`src/rtl/gold_noc_pkg.sv`:
```
// Shared NoC definitions: default flit width, VC bit position and output-stage state encoding.
package gold_noc_pkg;

  localparam int NOC_DATA_W = 64;
  localparam int VC_BIT     = 0;

  typedef enum logic {
    ST_EMPTY = 1'b0,
    ST_FULL  = 1'b1
  } out_state_t;

endpackage

```
`src/rtl/gold_rr_arb2.sv`:
```
// Two-way round-robin arbiter: one-hot grant, pointer moves only when a grant is issued.
module gold_rr_arb2 (
  input  logic       clk,
  input  logic       reset,
  input  logic [1:0] req,
  input  logic       en,
  output logic [1:0] gnt
);

  // ptr = 1 means requester 1 has priority on a tie
  logic ptr;

  always_comb begin
    gnt = 2'b00;
    if (en) begin
      if (req == 2'b11) gnt = ptr ? 2'b10 : 2'b01;
      else              gnt = req;
    end
  end

  always_ff @(posedge clk or posedge reset) begin
    if (reset)       ptr <= 1'b0;
    else if (gnt[0]) ptr <= 1'b1;
    else if (gnt[1]) ptr <= 1'b0;
  end

endmodule

```
`src/rtl/gold_out_arb.sv`:
```
// Output arbiter: VC-polarity filtered round-robin between pass-through and local injection
// into a one-entry output register. Grant counters exist only when GOLD_ARB_STATS_EN is defined.
module gold_out_arb
  import gold_noc_pkg::*;
#(
  parameter int DATA_W = NOC_DATA_W,
  parameter int CNT_W  = 16
) (
  input  logic              clk,
  input  logic              reset,
  input  logic [1:0]        req_v,
  input  logic [DATA_W-1:0] req_d0,
  input  logic [DATA_W-1:0] req_d1,
  output logic [1:0]        req_gnt,
  output logic              out_so,
  output logic [DATA_W-1:0] out_do,
  input  logic              out_ri,
  output logic              polarity
`ifdef GOLD_ARB_STATS_EN
  ,
  output logic [CNT_W-1:0]  gnt_cnt0,
  output logic [CNT_W-1:0]  gnt_cnt1
`endif
);

  if (CNT_W < 1 || DATA_W <= VC_BIT) begin : g_param_check
    $error("gold_out_arb: CNT_W must be >= 1 and DATA_W must cover the VC bit");
  end

  out_state_t state, state_nx;
  logic [1:0] elig;
  logic       can_grant;

  always_ff @(posedge clk or posedge reset) begin
    if (reset) polarity <= 1'b0;
    else       polarity <= ~polarity;
  end

  assign elig[0] = req_v[0] && (req_d0[VC_BIT] == polarity);
  assign elig[1] = req_v[1] && (req_d1[VC_BIT] == polarity);

  always_ff @(posedge clk or posedge reset) begin
    if (reset) state <= ST_EMPTY;
    else       state <= state_nx;
  end

  always_comb begin
    state_nx = state;
    case (state)
      ST_EMPTY: if (req_gnt != 2'b00) state_nx = ST_FULL;
      ST_FULL:  if (out_ri && req_gnt == 2'b00) state_nx = ST_EMPTY;
      default:  state_nx = ST_EMPTY;
    endcase
  end

  // Reset gates the grant so no requester sees a pop pulse while reset is held
  always_comb begin
    out_so    = (state == ST_FULL);
    can_grant = !reset && ((state == ST_EMPTY) || out_ri);
  end

  gold_rr_arb2 u_rr (
    .clk   (clk),
    .reset (reset),
    .req   (elig),
    .en    (can_grant),
    .gnt   (req_gnt)
  );

  always_ff @(posedge clk or posedge reset) begin
    if (reset)           out_do <= '0;
    else if (req_gnt[0]) out_do <= req_d0;
    else if (req_gnt[1]) out_do <= req_d1;
  end

`ifdef GOLD_ARB_STATS_EN
  always_ff @(posedge clk or posedge reset) begin
    if (reset) begin
      gnt_cnt0 <= '0;
      gnt_cnt1 <= '0;
    end else begin
      if (req_gnt[0] && gnt_cnt0 != {CNT_W{1'b1}}) gnt_cnt0 <= gnt_cnt0 + 1'b1;
      if (req_gnt[1] && gnt_cnt1 != {CNT_W{1'b1}}) gnt_cnt1 <= gnt_cnt1 + 1'b1;
    end
  end
`endif

endmodule

```
`config.mk`:
```
export PLATFORM = sky130hd
export DESIGN_NAME = gold_out_arb
export DESIGN_NICKNAME = d
export VERILOG_FILES = /design/src/rtl/gold_noc_pkg.sv /design/src/rtl/gold_rr_arb2.sv /design/src/rtl/gold_out_arb.sv
export SDC_FILE = /design/constraint.sdc
export NUM_CORES = 1
export LEC_CHECK = 0
export CORE_MARGIN = 10
export CORE_UTILIZATION = 55
export DETAILED_ROUTE_END_ITERATION = 10
export DONT_BUFFER_PORTS = 1
export GPL_ROUTABILITY_DRIVEN = 0
export PLACE_DENSITY = 0.7
export REMOVE_ABC_BUFFERS = 1
export SYNTH_ARGS = -nofsm -noshare
export SYNTH_HDL_FRONTEND = slang
export SYNTH_SLANG_ARGS = --single-unit
```
`constraint.sdc`:
```
create_clock -name clk -period 3.1 [get_ports clk]
set_clock_uncertainty 0.15 [all_clocks]
set_input_delay 0.62 -clock clk [delete_from_list [all_inputs] [get_ports clk]]
set_output_delay 0.62 -clock clk [all_outputs]
set_load 0.005 [all_outputs]
```
==> impl_metrics.py <==
metrics = {
    "timing": {
        "clock.fmax_mhz": 433,
        "finalHoldViolations": 0,
        "period_needed_ns": 2.31,
        "slew_viol_final": 0,
        "tightest_slew_ns": 0.783,
        "rsz0062_at_grt": "false",
        "maxSlewHeadroom_pct": 47.8,
        "setup-violations-final": 0,
        "fin_crit_sh_pct": 74.6,
    },
    "setup_path": {
        "worst-r2r-setup-slack_ns": 0.93,
        "start_kind": "flip-flop",
        "worstSetupPathType": "flip-flop to output port",
        "worstPathRequired_ns": 2.33,
        "worstSetupEndpointType": "output port",
        "arrival_ns": 1.54,
        "r2r-end": "out_do[23]",
        "r2r_cells": 5,
        "worstReg2RegStart": "polarity",
        "crit_path_max_fanout": 4,
    },
    "final_layout": {
        "antennaDiodeCount": 0,
        "area_growth_pct": 5.58,
        "fin_area_mm2": 0.00348,
        "final_cell_mix": "inv_1 (193), dfrtp_1 (67), a222oi_1 (64), clkbuf_8 (12), buf_4 (6)",
        "mostFrequentLayoutCell": "inv_1",
        "utilization_pct": 59.2,
        "layout.nets": 488,
        "final_layout_size_suffix_gt1_share_pct": 6.96,
    },
    "global_route": {
        "antenna_found_initial": 0,
        "overflow": 0,
        "grt_usage_pct": 19.2,
        "grt_pass1_vias": 2692,
        "grt_pass1_wl_um": 14900,
        "grt_start_max_net_pins": 39,
    },
    "die": {
        "die_y_um": 97.4,
        "dieArea_mm2": 0.00949,
        "num_io_pins": 201,
        "core_mm2": 0.00589,
        "die_w_um": 97.4,
        "initial_core_util_pct": 56.0,
        "placementRows": 28,
    },
    "clocking": {
        "clock-sinks": 67,
        "cts_buffers": 9,
        "insertion_delay_ns": 0.33,
        "htreeDepth": 3,
        "cts.repair.resized": 0,
        "cts_tree": "yes",
        "clock_path_buffers": 2,
        "hold_buffers": 0,
        "cts_setup_buffers": 0,
        "path_clk_slew_ns": 0.07,
        "cts_root_buffer": "clkbuf_8",
    },
    "worst_hold_path": {
        "hold_class": "input pin to asynchronous set/reset pin",
    },
    "status": {
        "outcome": "complete, no violations",
    },
    "route": {
        "avgRoutedWirePerCell_um": 22.1,
        "drc": 0,
        "drtPass1Iterations": 9,
        "dr.first_iter.drc_count": 319,
        "vias_per_cell": 5.77,
        "ant_nets": 0,
        "wl_um": 9600,
        "vias": 2504,
    },
    "logic_synthesis": {
        "synthesis.area_mm2": 0.00330,
        "synth_top_area_cell": "dfrtp_1",
        "synth_warnings": 0,
        "yosysSeqAreaShare_pct": 50.8,
        "yosysTopAreaCellShare_pct": 50.8,
        "avgSynthCellArea_um2": 9.21,
        "ys_seq_elements": 67,
        "synthTopCellsByArea": "dfrtp_1 (51%), inv_1 (22%), a222oi_1 (19%)",
        "synth_cell_types": 17,
        "synth_cells": 358,
    },
    "place": {
        "place_hpwl_um": 7300,
        "placed_cell_area_mm2": 0.00330,
        "numPortBuffers": 0,
    },
    "power_and_ir_drop": {
        "power.density_cell_area_mw_per_mm2": 635,
        "ir_worst_vdd_uv": 302,
        "leakagePower_nw": 2.24,
    },
    "run": {
        "max_cap_viol_count": 0,
    },
}
-- cell families (layout without fill, tap and decap cells) --
kind of cell / count (synthesis) / in the layout / synth area share (%)
compound gates: 67 / 67 / 20.3
xor+xnor: 2 / 2 / 0.531
buf+inv: 215 / 216 / 26.8
flops: 67 / 67 / 50.8
simple gates: 7 / 7 / 1.56
-- sequential cells by signal, summed over array words and instances, names as in the netlist --
signal,cells
out_so,1
out_do,64
polarity,1
u_rr.ptr,1
-- synthesized netlist by cell type, drive strengths merged --
cell type  number
a222oi         64
o2111a          1
dfrtp          67
nand2b          1
nor2            1
nand2           2
and3            1
clkbuf          3
nor2b           1
buf            18
a21o            1
xnor2           2
a211o           1
inv           194
nor4            1
-- worst max-delay path by stage --
stage                     startpoint    endpoint  slack (ns)  cells after the start
after CTS                   polarity  req_gnt[0]        0.76                      3
after detailed placement   req_d0[0]  out_do[41]        0.80                      5
after floorplan            req_d1[0]  req_gnt[0]       -0.24                      3
final                       polarity  req_gnt[0]        0.79                      3
after global placement     req_d1[0]  out_do[41]        0.87                      5
after global routing        polarity  req_gnt[0]        0.69                      3
-- stage by stage --
step / cells / setup TNS, ns / worst slack, ns / hold WS (ns) / power, W
CTS: 434 / 0 / 0.762 / 0.181 / 0.00224
finish: 434 / 0 / 0.789 / 0.162 / 0.00221
global placement: 419 / 0 / 0.875 / 0.364 / 0.00156
detailed placement: 419 / 0 / 0.804 / 0.366 / 0.00158
floorplan: 337 / -11.81 / -0.235 / 0.315 / 0.00144
global route: 434 / 0 / 0.687 / 0.215 / 0.00234
-- worst max-delay path: stages, from the launching register on --
cell	delay, ns
dfrtp_1	0.45
xnor2_1	0.18
and3_1	0.23
nor4_4	0.36
-- power by group --
group | total [W] | internal, W | switching (W)
sequential | 0.00123 | 0.00106 | 0.000172
combinational | 0.000326 | 0.000145 | 0.000180
clock | 0.000656 | 0.000349 | 0.000307
-- layout make-up --
class | instances | area, um^2
clock buffer | 13 | 169
clock inverter | 2 | 10.0
fill | 493 | 2400
inverter | 194 | 728
multi-input combinational | 76 | 739
sequential | 67 | 1680
tap | 75 | 93.8
timing repair buffer | 7 | 65.1
-- layer usage --
layer	vias up	routed length (um)	track usage, %
met3	12	1080	7.04
met4	0	134	7.38
met5	-	0	0
met2	158	4990	32.4
li1	1124	-	-
met1	1210	3400	21.5
Power figures use the tool's default switching activity.
